File: src/rtl/tof_pkg.sv
// Shared definitions for the time-of-flight echo timer: FSM encoding,
// register addresses, bit positions and the unmapped-read pattern.
package tof_pkg;

    typedef enum logic [1:0] {
        ST_IDLE    = 2'd0,
        ST_ARMED   = 2'd1,
        ST_MEASURE = 2'd2,
        ST_DONE    = 2'd3
    } state_t;

    localparam logic [2:0] ADDR_CONTROL = 3'd0;
    localparam logic [2:0] ADDR_STATUS  = 3'd1;
    localparam logic [2:0] ADDR_TIMEOUT = 3'd2;
    localparam logic [2:0] ADDR_BLANK   = 3'd3;

    localparam int CTRL_ARM_BIT    = 0;
    localparam int CTRL_IRQ_EN_BIT = 1;
    localparam int CTRL_ABORT_BIT  = 2;

    localparam int STAT_BUSY_BIT    = 0;
    localparam int STAT_DONE_BIT    = 1;
    localparam int STAT_TIMEOUT_BIT = 2;
    localparam int STAT_COUNT_LSB   = 4;

    localparam logic [31:0] UNMAPPED_RDATA = 32'h89AB_CDEF;

    function automatic logic [31:0] pack_status(input logic       busy,
                                                input logic       done,
                                                input logic       tflag,
                                                input logic [2:0] cnt);
        logic [31:0] s;
        s = '0;
        s[STAT_BUSY_BIT]                      = busy;
        s[STAT_DONE_BIT]                      = done;
        s[STAT_TIMEOUT_BIT]                   = tflag;
        s[STAT_COUNT_LSB+2:STAT_COUNT_LSB]    = cnt;
        return s;
    endfunction

endpackage

File: src/rtl/sync_edge.sv
// Two-flop synchronizer followed by a rising-edge detector producing a
// one-cycle pulse in the clk domain.
module sync_edge (
    input  logic clk,
    input  logic srst,
    input  logic async_in,
    output logic pulse
);

    logic meta_reg;
    logic sync_reg;
    logic prev_reg;

    always_ff @(posedge clk) begin
        if (srst) begin
            meta_reg <= 1'b0;
            sync_reg <= 1'b0;
            prev_reg <= 1'b0;
        end else begin
            meta_reg <= async_in;
            sync_reg <= meta_reg;
            prev_reg <= sync_reg;
        end
    end

    assign pulse = sync_reg & ~prev_reg;

endmodule

File: src/rtl/tof_echo_timer.sv
// Laser time-of-flight echo timer: counts cycles from the laser strobe and
// timestamps up to MAX_ECHO comparator echoes, with an Avalon-MM register file.
module tof_echo_timer
    import tof_pkg::*;
#(
    parameter int MAX_ECHO = 4,
    parameter int CNT_W    = 32
) (
    input  logic        avmms_clk,
    input  logic        avmms_reset,
    input  logic        laser_en,
    input  logic        comparator,
    input  logic        avmms_cs,
    input  logic        avmms_read,
    input  logic        avmms_write,
    input  logic [2:0]  avmms_address,
    input  logic [31:0] avmms_writedata,
    output logic [31:0] avmms_readdata,
    output logic        irq
);

    state_t state_reg, state_next;

    logic             laser_pulse, echo_pulse;
    logic             arm_reg, irq_en_reg, done_reg, tflag_reg;
    logic [2:0]       echo_count_reg;
    logic [CNT_W-1:0] counter_reg, timeout_reg, blank_reg;
    logic [CNT_W-1:0] echo_time [MAX_ECHO];

    logic wr_en, rd_en, ctrl_wr, abort, arm_req, arm_accept, status_clr;
    logic meas_active, capture, enter_done, timeout_hit;

    sync_edge u_laser_sync (
        .clk      (avmms_clk),
        .srst     (avmms_reset),
        .async_in (laser_en),
        .pulse    (laser_pulse)
    );

    sync_edge u_echo_sync (
        .clk      (avmms_clk),
        .srst     (avmms_reset),
        .async_in (comparator),
        .pulse    (echo_pulse)
    );

    assign wr_en      = avmms_cs & avmms_write;
    assign rd_en      = avmms_cs & avmms_read & ~avmms_write;
    assign ctrl_wr    = wr_en && (avmms_address == ADDR_CONTROL);
    assign abort      = ctrl_wr & avmms_writedata[CTRL_ABORT_BIT];
    assign arm_req    = ctrl_wr & avmms_writedata[CTRL_ARM_BIT] & ~avmms_writedata[CTRL_ABORT_BIT];
    assign arm_accept = arm_req && (state_reg == ST_IDLE);
    assign status_clr = wr_en && (avmms_address == ADDR_STATUS) && avmms_writedata[STAT_DONE_BIT];

    always_ff @(posedge avmms_clk) begin
        if (avmms_reset) state_reg <= ST_IDLE;
        else             state_reg <= state_next;
    end

    // The laser pulse cycle is itself count 0, so it is measured like MEASURE.
    always_comb begin
        state_next  = state_reg;
        meas_active = 1'b0;
        capture     = 1'b0;
        enter_done  = 1'b0;
        timeout_hit = 1'b0;
        case (state_reg)
            ST_IDLE:    if (arm_accept) state_next = ST_ARMED;
            ST_ARMED:   meas_active = laser_pulse;
            ST_MEASURE: meas_active = 1'b1;
            ST_DONE:    state_next = ST_IDLE;
            default:    state_next = ST_IDLE;
        endcase
        if (meas_active) begin
            if (counter_reg == timeout_reg) begin
                timeout_hit = 1'b1;
                enter_done  = 1'b1;
            end else if (echo_pulse && (counter_reg >= blank_reg)) begin
                capture    = 1'b1;
                enter_done = (echo_count_reg == 3'(MAX_ECHO - 1));
            end
            state_next = enter_done ? ST_DONE : ST_MEASURE;
        end
        if (abort) begin
            state_next  = ST_IDLE;
            meas_active = 1'b0;
            capture     = 1'b0;
            enter_done  = 1'b0;
            timeout_hit = 1'b0;
        end
    end

    always_ff @(posedge avmms_clk) begin
        if (avmms_reset) begin
            arm_reg        <= 1'b0;
            irq_en_reg     <= 1'b0;
            done_reg       <= 1'b0;
            tflag_reg      <= 1'b0;
            echo_count_reg <= '0;
            counter_reg    <= '0;
            timeout_reg    <= '0;
            blank_reg      <= '0;
        end else begin
            if (ctrl_wr) irq_en_reg <= avmms_writedata[CTRL_IRQ_EN_BIT];
            if (wr_en && avmms_address == ADDR_TIMEOUT) timeout_reg <= avmms_writedata[CNT_W-1:0];
            if (wr_en && avmms_address == ADDR_BLANK)   blank_reg   <= avmms_writedata[CNT_W-1:0];

            if (arm_accept)                arm_reg <= 1'b1;
            else if (enter_done || abort)  arm_reg <= 1'b0;

            // A hardware completion in the same cycle as a clear takes precedence.
            if (arm_accept) begin
                done_reg       <= 1'b0;
                tflag_reg      <= 1'b0;
                echo_count_reg <= '0;
            end else begin
                if (enter_done) begin
                    done_reg  <= 1'b1;
                    tflag_reg <= timeout_hit;
                end else if (status_clr) begin
                    done_reg  <= 1'b0;
                    tflag_reg <= 1'b0;
                end
                if (capture)         echo_count_reg <= echo_count_reg + 3'd1;
                else if (status_clr) echo_count_reg <= '0;
            end

            if (arm_accept || abort) counter_reg <= '0;
            else if (meas_active)    counter_reg <= (&counter_reg) ? counter_reg : counter_reg + 1'b1;
        end
    end

    for (genvar gi = 0; gi < MAX_ECHO; gi++) begin : g_echo
        logic [CNT_W-1:0] time_reg;
        always_ff @(posedge avmms_clk) begin
            if (avmms_reset || arm_accept)                    time_reg <= '0;
            else if (capture && echo_count_reg == 3'(gi))     time_reg <= counter_reg;
        end
        assign echo_time[gi] = time_reg;
    end

    always_ff @(posedge avmms_clk) begin
        if (avmms_reset) begin
            avmms_readdata <= '0;
        end else if (rd_en) begin
            case (avmms_address)
                ADDR_CONTROL: avmms_readdata <= {30'd0, irq_en_reg, arm_reg};
                ADDR_STATUS:  avmms_readdata <= pack_status((state_reg == ST_ARMED) || (state_reg == ST_MEASURE),
                                                            done_reg, tflag_reg, echo_count_reg);
                ADDR_TIMEOUT: avmms_readdata <= 32'(timeout_reg);
                ADDR_BLANK:   avmms_readdata <= 32'(blank_reg);
                3'd4, 3'd5, 3'd6, 3'd7:
                              avmms_readdata <= 32'(echo_time[avmms_address[1:0]]);
                default:      avmms_readdata <= UNMAPPED_RDATA;
            endcase
        end
    end

    assign irq = done_reg & irq_en_reg;

endmodule

File: config.mk
export PLATFORM = sky130hd
export DESIGN_NAME = tof_echo_timer
export DESIGN_NICKNAME = d
export VERILOG_FILES = /design/src/rtl/tof_pkg.sv /design/src/rtl/sync_edge.sv /design/src/rtl/tof_echo_timer.sv
export SDC_FILE = /design/constraint.sdc
export NUM_CORES = 1
export LEC_CHECK = 0
export CAP_MARGIN = 20
export CORE_MARGIN = 2
export CORE_UTILIZATION = 27
export CTS_CLUSTER_SIZE = 25
export DETAILED_ROUTE_END_ITERATION = 16
export SYNTH_ARGS = -nofsm -noshare
export SYNTH_HDL_FRONTEND = slang
export SYNTH_HIERARCHICAL = 1
export SYNTH_SLANG_ARGS = --single-unit
export TNS_END_PERCENT = 10
File: constraint.sdc
create_clock -name avmms_clk -period 2.6 [get_ports avmms_clk]
set_clock_uncertainty 0.1 [all_clocks]
set_input_delay 0.39 -clock avmms_clk [delete_from_list [all_inputs] [get_ports avmms_clk]]
set_output_delay 0.39 -clock avmms_clk [all_outputs]
set_load 0.02 [all_outputs]
Word level (Yosys, flattened, before mapping)
Cells that the tools add are included.

operators by class
  add/subtract/negate cells = 2
  magnitude comparators = 2
  equality and inequality tests = 15
  muxes and demuxes = 29
  bitwise logic cells = 15
  reductions and logical operators = 29

operator list
  kind                                                 count
  case mux 32 bit (5 select lines)                     1
  binary-select mux 32 bit (select 2 bit)              1
  two-way mux 32 bit                                   2
  adder 32 x 1 -> 32 bit, second input constant        1
  equality test 32 bit                                 1
  greater-or-equal comparator 32 bit                   1
  AND reduction 32 bit                                 1
  two-way mux 1 bit                                    19
  equality test 3 x 2 -> 1 bit, second input constant  4
  equality test 3 bit, second input constant           4
  logical AND 1 bit                                    11
  bitwise AND 1 bit                                    9
  equality test 3 x 1 -> 1 bit, second input constant  2
  zero test 3 bit                                      2
  two-way mux 3 bit                                    2
  nonzero test 2 bit                                   3
  OR reduction 2 bit                                   3
  NOT 1 bit                                            5
  equality test 2 bit, second input constant           2
  logical OR 1 bit                                     4
  two-way mux 2 bit                                    2
  case mux 2 bit (2 select lines)                      1
  AND reduction 2 bit                                  2
  OR reduction 4 bit                                   1
  other kinds (8)                                      8

word-level totals
  register bits = 271
  logic and storage cells = 112

Logic depth before layout (Yosys ltp)
Gate-level depths: netlist of the first run.

  depth after elaboration = 11
  depth in mapped cells = 10
  gate-level depth less buffers = 8

Hierarchy
The synthesis of the first run kept the hierarchy.

by module, submodules not included
  module          instances  cells an instance  area each (µm²)
  tof_echo_timer  1          1404               12793.5
  sync_edge       2          7                  87.6

Least setup slack after synthesis of the first run
Ideal clock, no wire load.

  path kind = register to register
  from = register counter_reg[30]
  to = register g_echo[0].time_reg[10]
  setup time = 0.072 ns
  arrival = 2.283 ns
  setup slack = 0.145 ns
  cell stages (with the launch flop) = 10
  cells stage by stage = dfxtp_1 -> ha_1 -> a21oi_1 -> nand2_1 -> a221o_1 -> a22oi_1 -> a211o_1 -> buf_2 -> buf_4 -> mux2i_1

between the ends
  longest elaborated chain between the ends = 7
  elaborated cells between the ends (all ways) = 8

ends and longest elaborated chain
  item                                RTL line               source
  from (decl)                         tof_echo_timer.sv:27   logic [CNT_W-1:0] counter_reg, timeout_reg, blank_reg;
  from (signal assigned)              tof_echo_timer.sv:129  else if (meas_active) counter_reg <= (&counter_reg) ? counter_reg : counter_reg + 1'b1;
  greater-or-equal comparator 32 bit  tof_echo_timer.sv:78   end else if (echo_pulse && (counter_reg >= blank_reg)) begin
  logical AND 1 bit                   tof_echo_timer.sv:78
  two-way mux 1 bit                   tof_echo_timer.sv:78
  two-way mux 1 bit (*)               tof_echo_timer.sv:75   if (counter_reg == timeout_reg) begin
  two-way mux 1 bit (*)               tof_echo_timer.sv:74   if (meas_active) begin
  two-way mux 1 bit (*)               tof_echo_timer.sv:84   if (abort) begin
  logical AND 1 bit (*)               tof_echo_timer.sv:137  else if (capture && echo_count_reg == 3'(gi)) time_reg <= counter_reg;
  to (signal assigned)                tof_echo_timer.sv:137
  to (decl)                           tof_echo_timer.sv:134  logic [CNT_W-1:0] time_reg;

Mark *: on every way between the ends. The rest lies on a longest branch, timed or not.
A chain may end at the register's enable or synchronous reset.

Final worst setup path of the first run
  from = register blank_reg[10]
  to = register g_echo[1].time_reg[12]

between the ends
  longest elaborated chain between the ends = 7

ends and longest elaborated chain
  item                                RTL line               source
  from (decl)                         tof_echo_timer.sv:27
  from (signal assigned)              tof_echo_timer.sv:106  if (wr_en && avmms_address == ADDR_BLANK) blank_reg <= avmms_writedata[CNT_W-1:0];
  greater-or-equal comparator 32 bit  tof_echo_timer.sv:78
  logical AND 1 bit                   tof_echo_timer.sv:78
  two-way mux 1 bit                   tof_echo_timer.sv:78
  two-way mux 1 bit                   tof_echo_timer.sv:75
  two-way mux 1 bit                   tof_echo_timer.sv:74
  two-way mux 1 bit                   tof_echo_timer.sv:84
  logical AND 1 bit                   tof_echo_timer.sv:137
  to (signal assigned)                tof_echo_timer.sv:137
  to (decl)                           tof_echo_timer.sv:134

Every way passes these cells.

==> flow_summary.toml, run 1 <==
[status]
status = "complete, but fails checks"
violations = "negative setup slack"

[power_and_ir_drop]
pwr-share-comb_pct = 5.9
internal-power_mw = 7.16
power.clock.fraction_pct = 48.8
switchingPower_mw = 2.15
leakage_nw = 6.58
p_sw_share_pct = 23.1
p_seq_share_pct = 45.3
vdd_ir_drop_max_uv = 444
power.total_mw = 9.31
powerDensity_nw_per_um2 = 561

[final_layout]
finalNetCount = 1620
area_growth_syn_to_layout_pct = 27.9
final_cells = 2172
antenna_cells = 0
final_layout_size_suffix_gt1_share_pct = 19.0
final_util_pct = 34.9
largest_reg_flops = 128
stdcell_area_um2 = 16600

[detailed_routing]
routedWlPerCell_um = 18.5
drc_errors = 0
first_iter_violations = 765
avgViaCountPerCell = 4.96
wirelength_um = 40100
drtPass1Iterations = 5
ant_nets = 0
vias = 10800

[setup_path]
path_buf_inv = 4
crit_type = "flip-flop to flip-flop"
slowest_stage = "o32a_1"
cp.arrival_ns = 3.05
crit_path_start_kind = "flip-flop"
cp_top_family = "compound AO/OA/AOI/OAI gates"
slowest_delay_ns = 0.35
crit_chain = "inv_1 > ha_1 > and4_4 > o211ai_1 > o32a_1 > a21o_4 > buf_6 > a21oi_4 > buf_12 > clkbuf_16 > mux2i_1"
endpoint_kind = "flip-flop"
path_max_fanout = 7
worstPathRequired_ns = 3.00

[floorplan]
ios = 75
dieHeight_um = 223
start_util_pct = 27.3
die_w_um = 223
die_area_um2 = 49800
num_rows = 80
core_area_um2 = 47500

[timing]
hold_viol = 0
maxSlewViolCount = 0
worst_pin_slew_ns = 0.860
setup_viol_count_final = 32
setup_ws_ns = -0.0482
relSlewSlack_pct = 42.7
clock.fmax_mhz = 378
min_period_ns = 2.65
tns_ns = -0.679
grt_setup_unrepaired = "yes"
layout_worst_path_cycle_share_pct = 102

[flow_run]
cap_violations = 0

[clock_network]
cts_tree = "built"
clk_pin_slew_worst_paths_ns = 0.06
clock_sinks = 271
numCtsBuffers = 31
clk_latency_ns = 0.58
hold_buffers = 0
cts_root_buffer = "clkbuf_16"
ctsHtreeMaxLevel = 1
clock_path_buffers = 3

[global_route]
grt_pass1_vias = 10900
grt_max_degree = 87
grt_pass1_wl_um = 61300
grt_overflow = 0
grt.total_usage_pct = 15.5
antenna_found_initial = 0

[logic_synthesis]
syn_inst = 1418
ys_top_cells_by_area = "dfxtp_1 (42%), mux2i_1 (11%), nand2_1 (9.6%)"
ys_types = 56
ys_seq_elements = 271
yosys-top-cells-count = "nand2_1 (331), dfxtp_1 (271), mux2i_1 (138)"
yosysSeqAreaShare_pct = 41.8
synth_most_common_cell = "nand2_1"
synth.avg_cell_area_um2 = 9.15
async_flop_share_pct = 0
yosysTopAreaCellShare_pct = 41.8
synth_edf_count = 0
ys_warn_count = 6
syn_nets = 1502
yosysTopAreaCell = "dfxtp_1"
synth_area_um2 = 13000
ys.flop_type = "dfxtp_1"

[placed_design]
placed_area_um2 = 15000
io_buffers = 74
place_congestion = 0.841
dp_cells = 2106
dp_hpwl_um = 27000

[hold_path]
hold_path.class = "input pin to flip-flop"
## cells in the final DEF (no fill, tap or decap), types with 34 or more instances in the layout
cell type | netlist | final
dfxtp_1 | 271 | 253
xor2_1 | 38 | 38
mux2i_1 | 138 | 137
buf_4 | 9 | 88
inv_1 | 44 | 38
clkbuf_16 | 0 | 36
mux4_2 | 34 | 34
a21oi_1 | 98 | 97
nor2_1 | 54 | 54
nand2_1 | 331 | 330
clkdlybuf4s50_1 | 0 | 71
## metal layers
| metal | GRT usage (%) | share of wire (%) |
|---|---|---|
| met1 | 20.6 | 45 |
| met3 | 2.20 | 4.4 |
| met5 | 0 | 0 |
| met4 | 4.26 | 2.6 |
| met2 | 26.2 | 48 |
## cell families after synthesis
logic type | synth area share, %
DFF | 41.8
AOI/OAI and AO/OA | 10.9
muxes | 18.9
buffers and inverters | 4.68
and+or+nand+nor | 16.8
xor gates and xnor gates | 2.90
adders and majority gates | 4.05
## stage by stage
step | setup WS (ns) | hold slack [ns]
finish | -0.0482 | 0.00997
global route | -0.0985 | 0.0213
CTS | -0.00405 | 0.00185
detailed placement | -0.0916 | 0.342
global placement | -0.0657 | 0.340
floorplan | 0.145 | 0.314
## worst paths after layout
| path | startpoint | end | slack, ns | cells past startpoint |
|---|---|---|---|---|
| worst min-delay path | avmms_reset | blank_reg[0]$_SDFFE_PP0P_ | 0.01 | 2 |
| worst min register to register | u_echo_sync/meta_reg$_SDFF_PP0_ | u_echo_sync/sync_reg$_SDFF_PP0_ | 0.34 | 1 |
| worst max register to register | blank_reg[10]$_SDFFE_PP0P_ | g_echo[1].time_reg[12]$_SDFFE_PP0P_ | -0.05 | 11 |
| worst max-delay path | blank_reg[10]$_SDFFE_PP0P_ | g_echo[1].time_reg[12]$_SDFFE_PP0P_ | -0.05 | 11 |
## power groups by stage
stage                     logic (mW)  clock network [mW]  registers (mW)
after CTS                      0.540                4.64            4.22
final                          0.550                4.55            4.22
after global routing           0.592                4.79            4.22
after detailed placement       0.532                   0            4.31
after floorplan                0.253                   0            4.33
after global placement         0.530                   0            4.31
## cell type report
class,instances,area [µm²]
clock inverters,14,191
fillers,4764,31000
well taps,615,769
repair buffers,187,1940
clock buffers,40,870
multi-input cells,1001,7210
inverters,44,165
flip-flops and latches,271,5450
## timing repair
action,4_1_cts,5_1_grt
endpoints found under the setup margin,128,140
buffers inserted,2,4
pin swaps,2,11
gates cloned,1,5
resized for setup,25,34
No activity file was read; power rests on OpenSTA's default activity.
==> inputs of run 2 (changes only) <==
SLEW_MARGIN = 0   (was not set)
==> results of run 2 <==
Same layout as run 1: the final DEF is identical, and so are final timing and power.
==> variant (config.mk and constraints of run 1) <==
Register the input `laser_en` before use. The logic sees it one clock later. The other inputs are not delayed to match.
--- a/src/rtl/tof_echo_timer.sv
+++ b/src/rtl/tof_echo_timer.sv
@@ -20,4 +20,10 @@
 );
 
+    logic laser_en_q;
+
+    always_ff @(posedge avmms_clk) begin
+        laser_en_q <= laser_en;
+    end
+
     state_t state_reg, state_next;
 
@@ -34,5 +40,5 @@
         .clk      (avmms_clk),
         .srst     (avmms_reset),
-        .async_in (laser_en),
+        .async_in (laser_en_q),
         .pulse    (laser_pulse)
     );
Check against the original RTL: not equivalent (a bounded check fails within 4 cycles, from zero or initial values and one cycle with avmms_reset high).
==> variant against run 1 <==
The flow still finishes with violations (setup timing). Total power decreased by 5.0%. Setup slack worse by 30 ps. Largest cell class unchanged. Cell count grew 0.23%. Critical endpoint is now g_echo[3].time_reg[21]. Highest routed layer unchanged. Synthesized area down 0.49%. Via count down 0.51%. Wire length fell by 2.3%. Sequential cell count increased by 1. Combinational power rose by 1%. Design area shrank 0.80%.
==> variant: results (changes against run 1) <==
relative slew slack 62.4% (+20 points); failing checks setup timing; Overall Global Routing Usage 15.4% (-0.087 points); capture point of the worst path g_echo[3].time_reg[21]; metal3 WL 2000 um (+13%); Setup-failing EPs final 32 (unchanged); Synth top cells by count nand2_1 (328), dfxtp_1 (272), mux2i_1 (138), a21oi_1 (93), clkbuf_1 (70); grt met3 use 2.46% (+0.26 points); Synth area leaders dfxtp_1 (42%), mux2i_1 (11%), nand2_1 (9.5%); drt pass-1 iters 6 (+1); pin count of the biggest net entering global routing 100 (+15%); postcts setup bufs 1 (-1); drt via density 4.92 (-0.74%); vias in the first global route 10663 (-1.9%); CP max FO 9 (+2); post-CTS sizing 14 (-44%); setup total negative slack -927 ps (-248 ps); total CTS buffers 28 (-9.7%); met2 wire length 18500 um (-3.6%); outcome finished with violations; R2R cell count 9 (-2); routed wire length per instance 18.0 um (-2.6%); Hold Startpoint laser_en; dpl hpwl 27800 um (+2.8%); Seq pwr share 47.8% (+2.5 points); Layout fillers 4808 (+0.92%); Peak VDD IR 448 uV (+0.79%); fraction of synthesized area in multiplexers 19.0% (+0.093 points); setup ws final -78.6 ps (-30.3 ps); dpl cell area 15100 um^2 (+0.49%); M1 WL 17300 um (-4.1%); crit path from counter_reg[1]; clock latency on the worst-skew pair 560 ps (-20 ps); cts hold-fix bufs 1 (+1); met1 GRT Util 19.8% (-0.82 points); Arrival @ worst endpoint 3040 ps (about the same); post-synth cell types 57 (+1.8%); Iteration-0 DRC Markers 900 (+18%); fin cells 2177 (+0.23%)
variant: changes by cell type in the layout (fill, tap and decap cells not counted), sizes merged, moves of 5 or more:
| cell | delta |
|---|---|
| o31ai | -5 |
| buf | +5 |
| xnor2 | +7 |
| nor2 | +9 |
| or4 | -7 |
| nand4 | +9 |
| and2 | -5 |
| nor3 | +6 |
| a21oi | -5 |
| nor4 | +7 |
variant: final cells by class:
type	instances	share of cell area, %
multi-input combinational	1000	43.2
sequential	272	33.2
timing repair buffer	192	12.2
clock buffer	37	4.77
tap	615	4.68
inverter	48	1.09
clock inverter	13	0.806
variant: worst max-delay path, stage by stage (launching register included):
cell      delay (ps)
dfxtp_1          460
ha_1             280
a2111o_1         420
a311oi_4         350
a21oi_2          110
buf_4            170
o21ai_4          160
buf_12           150
buf_12           160
mux2i_1          220
